[src/rtl/uart_tx_arb.sv]
// Round-robin arbiter sharing one uart_tx among N_REQ byte requesters.
// A packet (bytes up to req_last) holds the transmitter; a missing busy response raises a sticky err.
module uart_tx_arb #(
    parameter int N_REQ        = 4,
    parameter int BUSY_TIMEOUT = 4
) (
    input  logic                 clk,
    input  logic                 rst,
    input  logic [N_REQ-1:0]     req_valid,
    input  logic [8*N_REQ-1:0]   req_data,
    input  logic [N_REQ-1:0]     req_last,
    output logic [N_REQ-1:0]     req_ready,
    output logic [N_REQ-1:0]     grant,
    output logic                 tx_wr_en,
    output logic [7:0]           tx_byte,
    input  logic                 tx_busy,
    output logic                 arb_busy,
    output logic                 err
);

    localparam int IDX_W = $clog2(N_REQ);
    localparam int TIM_W = 8;

    if ((N_REQ < 2) || (N_REQ > 8)) begin : g_bad_n_req
        $error("uart_tx_arb: N_REQ must be in 2..8");
    end
    if ((BUSY_TIMEOUT < 0) || (BUSY_TIMEOUT > (2**TIM_W) - 1)) begin : g_bad_timeout
        $error("uart_tx_arb: BUSY_TIMEOUT does not fit the timeout counter");
    end

    typedef enum logic [1:0] {
        IDLE      = 2'd0,
        WAIT_BUSY = 2'd1,
        WAIT_DONE = 2'd2,
        LOCK      = 2'd3
    } state_t;

    // First valid requester at or after ptr, wrapping modulo N_REQ.
    function automatic logic [IDX_W-1:0] rr_pick(input logic [N_REQ-1:0] valid,
                                                 input logic [IDX_W-1:0] ptr);
        logic [IDX_W-1:0] pick;
        logic             found;
        int               idx;
        pick  = ptr;
        found = 1'b0;
        for (int k = 0; k < N_REQ; k++) begin
            idx   = (int'(ptr) + k) % N_REQ;
            pick  = (!found && valid[idx]) ? IDX_W'(idx) : pick;
            found = found | valid[idx];
        end
        return pick;
    endfunction

    function automatic logic [IDX_W-1:0] rr_next(input logic [IDX_W-1:0] idx);
        return (int'(idx) == (N_REQ - 1)) ? {IDX_W{1'b0}} : (idx + IDX_W'(1));
    endfunction

    function automatic logic [N_REQ-1:0] onehot(input logic [IDX_W-1:0] idx);
        logic [N_REQ-1:0] v;
        v      = {N_REQ{1'b0}};
        v[idx] = 1'b1;
        return v;
    endfunction

    state_t             state_r, state_s;
    logic [IDX_W-1:0]   rr_ptr_r, rr_ptr_s;
    logic [IDX_W-1:0]   owner_r, owner_s;
    logic [N_REQ-1:0]   grant_r, grant_s;
    logic [N_REQ-1:0]   req_ready_r, req_ready_s;
    logic               tx_wr_en_r, tx_wr_en_s;
    logic [7:0]         tx_byte_r, tx_byte_s;
    logic               arb_busy_r, arb_busy_s;
    logic               err_r, err_s;
    logic               last_q_r, last_q_s;
    logic [TIM_W-1:0]   tim_r, tim_s;
    logic               accept_s;
    logic [IDX_W-1:0]   acc_idx_s;

    // Next-state and next-output logic for the arbiter FSM.
    always_comb begin
        state_s     = state_r;
        rr_ptr_s    = rr_ptr_r;
        owner_s     = owner_r;
        grant_s     = grant_r;
        req_ready_s = {N_REQ{1'b0}};
        tx_wr_en_s  = 1'b0;
        tx_byte_s   = tx_byte_r;
        err_s       = err_r;
        last_q_s    = last_q_r;
        tim_s       = tim_r;
        accept_s    = 1'b0;
        acc_idx_s   = rr_pick(req_valid, rr_ptr_r);

        case (state_r)
            IDLE: begin
                if (!tx_busy && (|req_valid)) begin
                    accept_s = 1'b1;
                end else begin
                    accept_s = 1'b0;
                end
            end
            WAIT_BUSY: begin
                tim_s = tim_r + TIM_W'(1);
                if (tx_busy) begin
                    state_s = WAIT_DONE;
                end else if (tim_r == TIM_W'(BUSY_TIMEOUT)) begin
                    err_s   = 1'b1;
                    grant_s = {N_REQ{1'b0}};
                    state_s = IDLE;
                end else begin
                    state_s = WAIT_BUSY;
                end
            end
            WAIT_DONE: begin
                if (tx_busy) begin
                    state_s = WAIT_DONE;
                end else if (last_q_r) begin
                    grant_s  = {N_REQ{1'b0}};
                    rr_ptr_s = rr_next(owner_r);
                    state_s  = IDLE;
                end else begin
                    state_s = LOCK;
                end
            end
            LOCK: begin
                // Mid-packet only the owner is looked at; everyone else waits.
                acc_idx_s = owner_r;
                if (!tx_busy && req_valid[owner_r]) begin
                    accept_s = 1'b1;
                end else begin
                    accept_s = 1'b0;
                end
            end
            default: begin
                state_s = IDLE;
                grant_s = {N_REQ{1'b0}};
            end
        endcase

        if (accept_s) begin
            tx_wr_en_s  = 1'b1;
            tx_byte_s   = req_data[{acc_idx_s, 3'b000} +: 8];
            req_ready_s = onehot(acc_idx_s);
            grant_s     = onehot(acc_idx_s);
            last_q_s    = req_last[acc_idx_s];
            owner_s     = acc_idx_s;
            tim_s       = {TIM_W{1'b0}};
            state_s     = WAIT_BUSY;
        end else begin
            tx_wr_en_s  = 1'b0;
        end

        arb_busy_s = (state_s != IDLE);
    end

    // State and registered-output update.
    always_ff @(posedge clk or negedge rst) begin
        if (!rst) begin
            state_r     <= IDLE;
            rr_ptr_r    <= {IDX_W{1'b0}};
            owner_r     <= {IDX_W{1'b0}};
            grant_r     <= {N_REQ{1'b0}};
            req_ready_r <= {N_REQ{1'b0}};
            tx_wr_en_r  <= 1'b0;
            tx_byte_r   <= 8'h00;
            arb_busy_r  <= 1'b0;
            err_r       <= 1'b0;
            last_q_r    <= 1'b0;
            tim_r       <= {TIM_W{1'b0}};
        end else begin
            state_r     <= state_s;
            rr_ptr_r    <= rr_ptr_s;
            owner_r     <= owner_s;
            grant_r     <= grant_s;
            req_ready_r <= req_ready_s;
            tx_wr_en_r  <= tx_wr_en_s;
            tx_byte_r   <= tx_byte_s;
            arb_busy_r  <= arb_busy_s;
            err_r       <= err_s;
            last_q_r    <= last_q_s;
            tim_r       <= tim_s;
        end
    end

    assign req_ready = req_ready_r;
    assign grant     = grant_r;
    assign tx_wr_en  = tx_wr_en_r;
    assign tx_byte   = tx_byte_r;
    assign arb_busy  = arb_busy_r;
    assign err       = err_r;

endmodule
[config.mk]
export PLATFORM = sky130hd
export DESIGN_NAME = uart_tx_arb
export DESIGN_NICKNAME = d
export VERILOG_FILES = /design/src/rtl/uart_tx_arb.sv
export SDC_FILE = /design/constraint.sdc
export NUM_CORES = 1
export LEC_CHECK = 0
export ABC_AREA = 1
export BUFFER_PORTS_ARGS = -buffer_cell sky130_fd_sc_hd__buf_2
export CAP_MARGIN = 20
export CELL_PAD_IN_SITES_DETAIL_PLACEMENT = 0
export CELL_PAD_IN_SITES_GLOBAL_PLACEMENT = 1
export CORE_MARGIN = 2
export CORE_UTILIZATION = 40
export CTS_BUF_LIST = sky130_fd_sc_hd__clkbuf_16
export DETAILED_ROUTE_END_ITERATION = 10
export HOLD_SLACK_MARGIN = 0.12
export PLACE_DENSITY_LB_ADDON = 0.1
export REMOVE_ABC_BUFFERS = 1
export SYNTH_ARGS = -nofsm -noshare
export SYNTH_HDL_FRONTEND = slang
export SYNTH_SLANG_ARGS = --single-unit
export TNS_END_PERCENT = 5
[constraint.sdc]
create_clock -name clk -period 4.4 [get_ports clk]
set_input_delay 0.66 -clock clk [delete_from_list [all_inputs] [get_ports clk]]
set_output_delay 0.66 -clock clk [all_outputs]
set_load 0.05 [all_outputs]
After elaboration in Yosys (flattened, before gate mapping)
Index checks and enable logic that the tools add are counted.
- output and inout bits: 19
- bits in registers: 34
- reduce and logical (&&, ||, !) cells: 21
- shift operators: 1
- equal/unequal tests: 9
- add/subtract/negate cells: 5
- bitwise gates (word level): 6
- order comparisons: 7
- multiplexer cells: 41
- operators by type and width (operator ; number):
    $shiftx 32x6->8 ; 1
    $mux 4 ; 6
    $mux 2 ; 9
    $mux 8 ; 2
    $mux 1 ; 14
    $bmux 1 s2 ; 6
    $lt 3x4->1 const B ; 3
    $ne 3x3->1 const B ; 4
    $lt 2x3->1 const B ; 3
    $add 8x1->8 const B ; 1
    $eq 8x3->1 const B ; 1
    $pmux 4 s2 ; 1
    $logic_and 1x1->1 ; 6
    $reduce_and 3->1 ; 2
    $reduce_or 2->1 ; 3
    $reduce_and 5->1 ; 1
    $add 2x1->2 const B ; 2
    $add 2x2->2 const B ; 2
    $eq 2x1->1 const B ; 2
    $eq 2x2->1 const B ; 2
    $logic_not 1->1 ; 4
    $pmux 2 s2 ; 1
    $reduce_bool 2->1 ; 2
    $reduce_or 4->1 ; 1
    other kinds (8) ; 11

Logic depth before layout (Yosys ltp)
Gate-level depths: netlist (run 1).
- word-level depth: 17
- gate-level depth with buffers: 19
- depth with buffers taken out: 17

Worst setup path before layout (run 1)
Ideal clock, no wire load.
- kind: input to register
- start point: input port req_valid[1]
- end point: register tx_byte_r[6], in the netlist tx_byte[6]
- library setup time: 0.118 ns
- arrival: 1.774 ns
- data required time: 4.282 ns
- stages: 15
- slack: 2.508 ns
- path buffers: 1
- cell sequence: inv_1 > nand2_1 > nand3_1 > nand2_1 > nor2_2 > nand2_1 > nand2_1 > nand2_2 > nand2_4 > buf_4 > nand3_1 > nand3_1 > nand2_1 > nand2_1 > nand2_1
- word-level cells in the longest chain between the ends: 10
- elaborated cells on any way between the ends: 32
- RTL lines (item ; line ; RTL):
    start: declaration ; 9 ; input logic [N_REQ-1:0] req_valid,
    $bmux 1 s2 ; 48, 49 ;
    $mux 1 (not written as such) (2 in series) ; 48, 49 ;
    $or 1x1->1 ; 49 ; found = found | valid[idx];
    $logic_not 1->1 or $or 1x1->1 (tied branches) ; 48, 49 ;
    $logic_and 1x1->1 or $logic_not 1->1 (tied branches) ; 48 ; pick = (!found && valid[idx]) ? IDX_W'(idx) : pick;
    $mux 2 or $logic_and 1x1->1 (tied branches) ; 48 ;
    $mux 2 ; 48 ;
    $mux 2 ; 94 ; case (state_r)
    $shiftx 32x6->8 ; 142 ; tx_byte_s = req_data[{acc_idx_s, 3'b000} +: 8];
    end signal: assignment ; 177 ; tx_byte_r <= tx_byte_s;
    end: declaration ; 71 ; logic [7:0] tx_byte_r, tx_byte_s;
Parallel ways exist; a longest one is shown, timed or not. The select of a mux whose other input is x is not followed.
A chain may end at the register's enable or synchronous reset.

Worst setup path in the final report (run 1)
- start point: register state_r[0]
- end point: register grant_r[2], in the netlist grant[2]
- word-level cells in the longest chain between the ends: 7
- elaborated cells on any way between the ends: 19
- RTL lines (item ; line ; RTL):
    start: declaration ; 65 ; state_t state_r, state_s;
    start signal: assignment ; 171 ; state_r <= state_s;
    $eq 2x2->1 ; 94 ;
    $mux 2 ; 94 ;
    $lt 2x3->1 (not written as such) or $ge 2x1->1 (tied branches) ; 61 ; v[idx] = 1'b1;
    $logic_and 1x1->1 (not written as such) ; 61 ;
    $mux 1 (not written as such) ; 61 ;
    $demux 1 s2 ; 61 ;
    $mux 4 ; 140 ; if (accept_s) begin
    end signal: assignment ; 162 ; grant_r <= {N_REQ{1'b0}};
    end signal: assignment ; 174 ; grant_r <= grant_s;
    end: declaration ; 68 ; logic [N_REQ-1:0] grant_r, grant_s;
Parallel ways exist; a longest one is shown, timed or not.

==> results.py, run 1 <==
metrics = {
    "timing": {
        "fin_crit_sh": 0.555,
        "rsz0062_at_grt": "false",
        "setup_tns_ns": 0,
        "finalSetupViolCount": 0,
        "hold_viol_final": 0,
        "drv_slew": 0,
        "fin_crit_ns": 2.44,
        "slew-limit-headroom": 0.508,
        "timing.fmax_ghz": 0.410,
        "tightest_slew_ns": 0.737,
        "finalClockSkew_ns": 0.00547,
    },
    "yosys": {
        "synth.avg_cell_area_um2": 6.71,
        "yosysMostFrequentCell": "nand2_1",
        "synth_edf_count": 0,
        "synth_area_leader_cell": "dfrtp_1",
        "ys_seq_area_frac": 0.359,
        "netlist_instances": 353,
        "async_flop_share": 1.00,
        "synth.mux.area_fraction": 0,
        "ys_ff_latch": 34,
        "synth_area_leaders": "dfrtp_1 (36%), nand2_1 (16%), nand3_1 (13%)",
        "yosysTopAreaCellShare": 0.359,
        "ys.flop_type": "dfrtp_1",
        "ys.warnings.count": 0,
        "syn_area_um2": 2370,
        "synth-xor-area-share": 0.0111,
        "synth_compound_gate_area_share": 0.0677,
        "synth.distinct_cells": 31,
        "synthTopCellsByCount": "nand2_1 (104), inv_1 (61), nand3_1 (61)",
        "synth-simple-area-share": 0.394,
        "synth_top_family_by_area": "simple AND/OR/NAND/NOR gates",
        "synth_fa_ha_area_frac": 0.0317,
    },
    "finish": {
        "drive_above_1_share": 0.226,
        "antennaDiodeCount": 0,
        "final_cells": 486,
        "final_util": 0.486,
        "area_growth_pct": 19.5,
        "final_nets": 459,
        "final_area_um2": 2830,
    },
    "pwr": {
        "p_total_uw": 2430,
        "power.density_nw_per_um2": 859,
        "peakVddDrop_v": 0.000460,
        "p_leak_uw": 0.00168,
    },
    "floorplanning": {
        "core-area_um2": 5820,
        "die_x_um": 80.9,
        "initial_core_util": 0.407,
        "die_area_um2": 6550,
        "io_pins": 62,
        "die_y_um": 80.9,
        "rows": 28,
    },
    "placement": {
        "hpwl_mm": 4.39,
        "numPortBuffers": 61,
        "gp_congestion": 0.811,
        "dpl-instance-area_um2": 2690,
        "dp_cells": 478,
    },
    "critical_path": {
        "arrival_ns": 2.64,
        "required_ns": 4.60,
        "critical_path_class": "flop to flop",
        "crit_fanout": 22,
        "cp-start-kind": "flop",
        "cp-end-kind": "flop",
    },
    "global_route": {
        "overflow": 0,
        "grt_max_degree": 35,
        "grt_pass1_wl_mm": 10.0,
        "grt_use_total": 0.200,
        "antenna_found_initial": 0,
        "grt_pass1_vias": 2220,
    },
    "clock_tree": {
        "htree_num_levels": 2,
        "cts-hold-fix-buffers": 0,
        "cts_max_path_buffers": 2,
        "cts_made_buffers": 5,
        "post-cts-setup-buffers": 0,
        "clkTransAtPathRegs_ns": 0.05,
        "cts.sinks": 34,
        "cts_tree": "yes",
        "insertion_delay_ns": 0.28,
        "clockRootBuffer": "clkbuf_16",
        "cts_resized": 0,
    },
    "detailed_routing": {
        "firstDrtPassIters": 4,
        "drt_wl_total_mm": 5.88,
        "vias": 2319,
        "antenna_left": 0,
        "avgRoutedWirePerCell_um": 12.1,
        "dr.first_iter.drc_count": 56,
        "drc": 0,
        "vias_per_cell": 4.77,
    },
    "outcome": {
        "outcome": "finished clean",
    },
    "run": {
        "cap_violations": 0,
    },
    "worst_hold_path": {
        "hold_class": "primary input to asynchronous set/reset pin",
    },
}
[area by class of cell]
cell class                      count  area, um2
Timing Repair Buffer               61        305
Inverter                           65        244
Clock inverter                      3       16.3
Sequential cell                    34        851
Fill cell                         651       2990
Clock buffer                        5        125
Tap cell                           75       93.8
Multi-Input combinational cell    243       1190
[layer usage]
layer | routed length, um | GRT usage | up-vias
met1 | 2730 | 0.253 | 1049
met5 | 0 | 0 | -
li1 | - | - | 1214
met4 | 18 | 0.0407 | 0
met3 | 347 | 0.0489 | 3
met2 | 2790 | 0.345 | 53
[layout by cell type (no fill, tap or decap)]
| cell type | netlist | final |
|---|---|---|
| nor2_2 | 2 | 2 |
| clkbuf_16 | 0 | 5 |
| nand3_2 | 1 | 1 |
| buf_2 | 3 | 61 |
| clkinvlp_4 | 0 | 1 |
| nor3b_1 | 1 | 1 |
| xor2_1 | 2 | 2 |
| nand4_1 | 2 | 2 |
| a41oi_1 | 1 | 1 |
| dfrtp_1 | 34 | 34 |
| nand2_1 | 104 | 104 |
| nand2_2 | 13 | 13 |
| a31oi_1 | 1 | 1 |
| a31o_2 | 1 | 1 |
| a21oi_1 | 9 | 9 |
| nand3_1 | 61 | 61 |
| clkinv_2 | 0 | 1 |
| o22ai_2 | 1 | 1 |
| nor2_1 | 18 | 18 |
| inv_2 | 4 | 4 |
| nand2_4 | 2 | 2 |
| o31ai_1 | 2 | 2 |
| o21ai_0 | 8 | 8 |
| nor4_1 | 2 | 2 |
| clkinv_1 | 0 | 1 |
| o22ai_1 | 2 | 2 |
| nor3_1 | 2 | 2 |
| xnor2_1 | 1 | 1 |
| inv_1 | 61 | 61 |
| a21boi_2 | 1 | 1 |
| ha_1 | 6 | 6 |
[power by group]
| group | internal [uW] | leakage (uW) | switching, uW |
|---|---|---|---|
| Sequential | 435 | 0.000438 | 99.6 |
| Combinational | 445 | 0.00118 | 1120 |
| Clock | 206 | 0.0000672 | 126 |
[sequential cells by signal, summed over array words and instances, names as in the netlist]
name and cells:
grant 4, req_ready 4, arb_busy 1, tim_r 8
err 1, state_r 2, owner_r 2, tx_wr_en 1
rr_ptr_r 2, tx_byte 8, last_q_r 1
[cells by family after synthesis]
family / after synthesis
buffers and inverters: 76
XOR/XNOR: 3
AO/OA/AOI/OAI: 26
AND/OR/NAND/NOR: 208
flip-flops: 34
adder cells (fa/ha/maj): 6
[through the flow]
step / setup slack (ns) / hold WS (ns)
floorplan: 2.36 / 0.364
global placement: 1.84 / 0.453
detailed placement: 1.77 / 0.450
CTS: 1.90 / 0.472
global route: 1.65 / 0.492
finish: 1.96 / 0.445
[worst max-delay path, cell delays in order (launching register included)]
cell and delay (ns):
dfrtp_1 0.40, inv_1 0.06, ha_1 0.36, nand2_1 0.08
a41oi_1 0.16, nand2_1 0.31, inv_1 0.64, nand2_2 0.18
o22ai_1 0.19
[final timing paths]
check | end | cells after the start | slack (ns) | from
worst max-delay path | grant[2]$_DFFE_PN0P_ | 8 | 1.96 | state_r[0]$_DFF_PN0_
worst min register to register | err$_DFFE_PN0P_ | 1 | 0.47 | err$_DFFE_PN0P_
worst max register to register | grant[2]$_DFFE_PN0P_ | 8 | 1.96 | state_r[0]$_DFF_PN0_
min in group clk | err$_DFFE_PN0P_ | 1 | 0.47 | err$_DFFE_PN0P_
max in group asynchronous | rr_ptr_r[1]$_DFFE_PN0P_ | 1 | 3.48 | rst
worst min-delay path | arb_busy$_DFF_PN0_ | 1 | 0.45 | rst
No activity file was read; power rests on OpenSTA's default activity.
==> run 2: changes to the inputs <==
CORE_UTILIZATION = 37   (was 40)
clock period = 2.4 ns   (was 4.4 ns; I/O delays follow)
==> run 2 against run 1 <==
Effect of this change:
- sequential share of layout area shrank 0.59 points
- critical endpoint is now tx_byte[0]$_DFFE_PN0P_
- register-to-register slack lost 1.7 ns
- critical path depth grew 9
- highest routed layer unchanged
- combinational power grew 90%
- sequential power grew 79%
- critical path type unchanged
==> results.py, run 2 (synthesis results as in run 1) <==
metrics = {
    "detailed_routing": {
        "firstDrtPassIters": 4,
        "antenna_left": 0,
        "avgRoutedWirePerCell_um": 12.1,
        "dr.first_iter.drc_count": 92,
        "drc": 0,
        "drt_wl_total_mm": 5.99,
        "vias_per_cell": 4.81,
        "vias": 2375,
    },
    "timing": {
        "finalSetupViolCount": 0,
        "setup_tns_ns": 0,
        "fin_crit_ns": 2.10,
        "drv_slew": 0,
        "rsz0062_at_grt": "false",
        "tightest_slew_ns": 0.758,
        "slew-limit-headroom": 0.495,
        "fin_crit_sh": 0.876,
        "finalClockSkew_ns": 0.00396,
        "hold_viol_final": 0,
        "timing.fmax_ghz": 0.476,
    },
    "clock_tree": {
        "post-cts-setup-buffers": 0,
        "clkTransAtPathRegs_ns": 0.06,
        "insertion_delay_ns": 0.28,
        "cts_max_path_buffers": 2,
        "cts-hold-fix-buffers": 0,
        "clockRootBuffer": "clkbuf_16",
        "cts_resized": 0,
        "cts_made_buffers": 5,
        "cts.sinks": 34,
        "cts_tree": "yes",
        "htree_num_levels": 2,
    },
    "critical_path": {
        "crit_fanout": 19,
        "crit_top_cell": "nand2_1",
        "arrival_ns": 2.32,
        "cp-start-kind": "flop",
        "critical_path_class": "flop to flop",
        "required_ns": 2.62,
        "cp_cell_sequence": "inv_2 -> nand2_1 -> nand2_1 -> nand2_1 -> nand2_1 -> nand2_2 -> inv_2 -> nand2_1 -> nand2_1 -> nand2_2 -> nand2_4 -> nand2_8 -> nand2_1 -> nand3_1 -> nand2_1 -> nand2_1 -> nand2_1",
        "cp-end-kind": "flop",
        "max_stage_delay_ns": 0.47,
        "critPathSlowestCell": "dfrtp_1",
    },
    "finish": {
        "area_growth_pct": 21.9,
        "layout_commonest_cell": "nand2_1",
        "final_cells": 494,
        "drive_above_1_share": 0.237,
        "antennaDiodeCount": 0,
        "final_nets": 465,
        "final_cell_mix": "nand2_1 (104), inv_1 (61), nand3_1 (61), buf_2 (61), dfrtp_1 (34)",
    },
    "floorplanning": {
        "initial_core_util": 0.377,
        "io_pins": 62,
        "die_x_um": 84.0,
        "core-area_um2": 6280,
        "die_area_um2": 7050,
        "rows": 29,
        "die_y_um": 84.0,
    },
    "global_route": {
        "antenna_found_initial": 0,
        "grt_pass1_wl_mm": 10.3,
        "grt_pass1_vias": 2267,
        "grt_use_total": 0.180,
        "grt_max_degree": 35,
        "overflow": 0,
    },
    "worst_hold_path": {
        "hold_class": "primary input to asynchronous set/reset pin",
    },
    "placement": {
        "numPortBuffers": 61,
        "hpwl_mm": 4.54,
        "dp_cells": 486,
        "gp_congestion": 0.757,
    },
    "pwr": {
        "peakVddDrop_v": 0.000847,
        "power.density_nw_per_um2": 1570,
        "p_leak_uw": 0.00171,
    },
    "run": {
        "cap_violations": 0,
    },
    "outcome": {
        "outcome": "finished clean",
    },
}
[run 2: cell types whose count changed in the layout (fill, tap and decap cells not counted), sizes merged]
| cell | change |
|---|---|
| buf | +6 |
[run 2: worst max-delay path, delay by kind of cell, from the launching register on]
kind                   cells  cell delay, ns
flip-flops                 1            0.47
AND/OR/NAND/NOR           15            1.34
buffers and inverters      2            0.21
[run 2: power breakdown]
part	switching [uW]	total [uW]	leakage (uW)	internal, uW
logic	2070	2960	0.00121	887
registers	157	955	0.000438	798
clock network	236	614	0.0000672	378
total	2460	4530	0.00171	2060
[run 2: cell type report]
class	instances	area, um2
Fill cell	670	3390
Multi-Input combinational cell	243	1200
Sequential cell	34	851
Timing Repair Buffer	67	350
Inverter	65	244
Clock buffer	5	125
Tap cell	77	96.3
Clock inverter	3	16.3
[run 2: final timing paths]
kind | start | end | slack [ns] | cells after the start
setup / recovery | rr_ptr_r[1]$_DFFE_PN0P_ | tx_byte[0]$_DFFE_PN0P_ | 0.30 | 17
hold / removal | rst | arb_busy$_DFF_PN0_ | 0.15 | 1
setup reg to reg | rr_ptr_r[1]$_DFFE_PN0P_ | tx_byte[0]$_DFFE_PN0P_ | 0.30 | 17
hold reg to reg | tim_r[3]$_DFFE_PN0P_ | tim_r[3]$_DFFE_PN0P_ | 0.46 | 1
max in group asynchronous | rst | tx_byte[0]$_DFFE_PN0P_ | 1.76 | 1
min in group clk | tim_r[3]$_DFFE_PN0P_ | tim_r[3]$_DFFE_PN0P_ | 0.46 | 1
[run 2: routing by layer]
layer	vias up	track usage	part of all wire
met5	-	0	0
met4	0	0.0469	0.0077
met3	4	0.0317	0.042
met2	55	0.304	0.48
met1	1081	0.238	0.47
li1	1235	-	-
[run 2: stage by stage]
| step | worst slack [ns] | hold slack (ns) | utilization | area [um2] | power (uW) |
|---|---|---|---|---|---|
| finish | 0.298 | 0.152 | 0.460 | 2890 | 4530 |
| global route | 0.00333 | 0.212 | 0.460 | 2890 | 4990 |
| global placement | 0.280 | 0.448 | 0.436 | 2740 | 3940 |
| detailed placement | 0.271 | 0.450 | 0.436 | 2740 | 3930 |
| CTS | 0.249 | 0.177 | 0.458 | 2880 | 4570 |
| floorplan | 0.442 | 0.0644 | - | 2290 | 3150 |
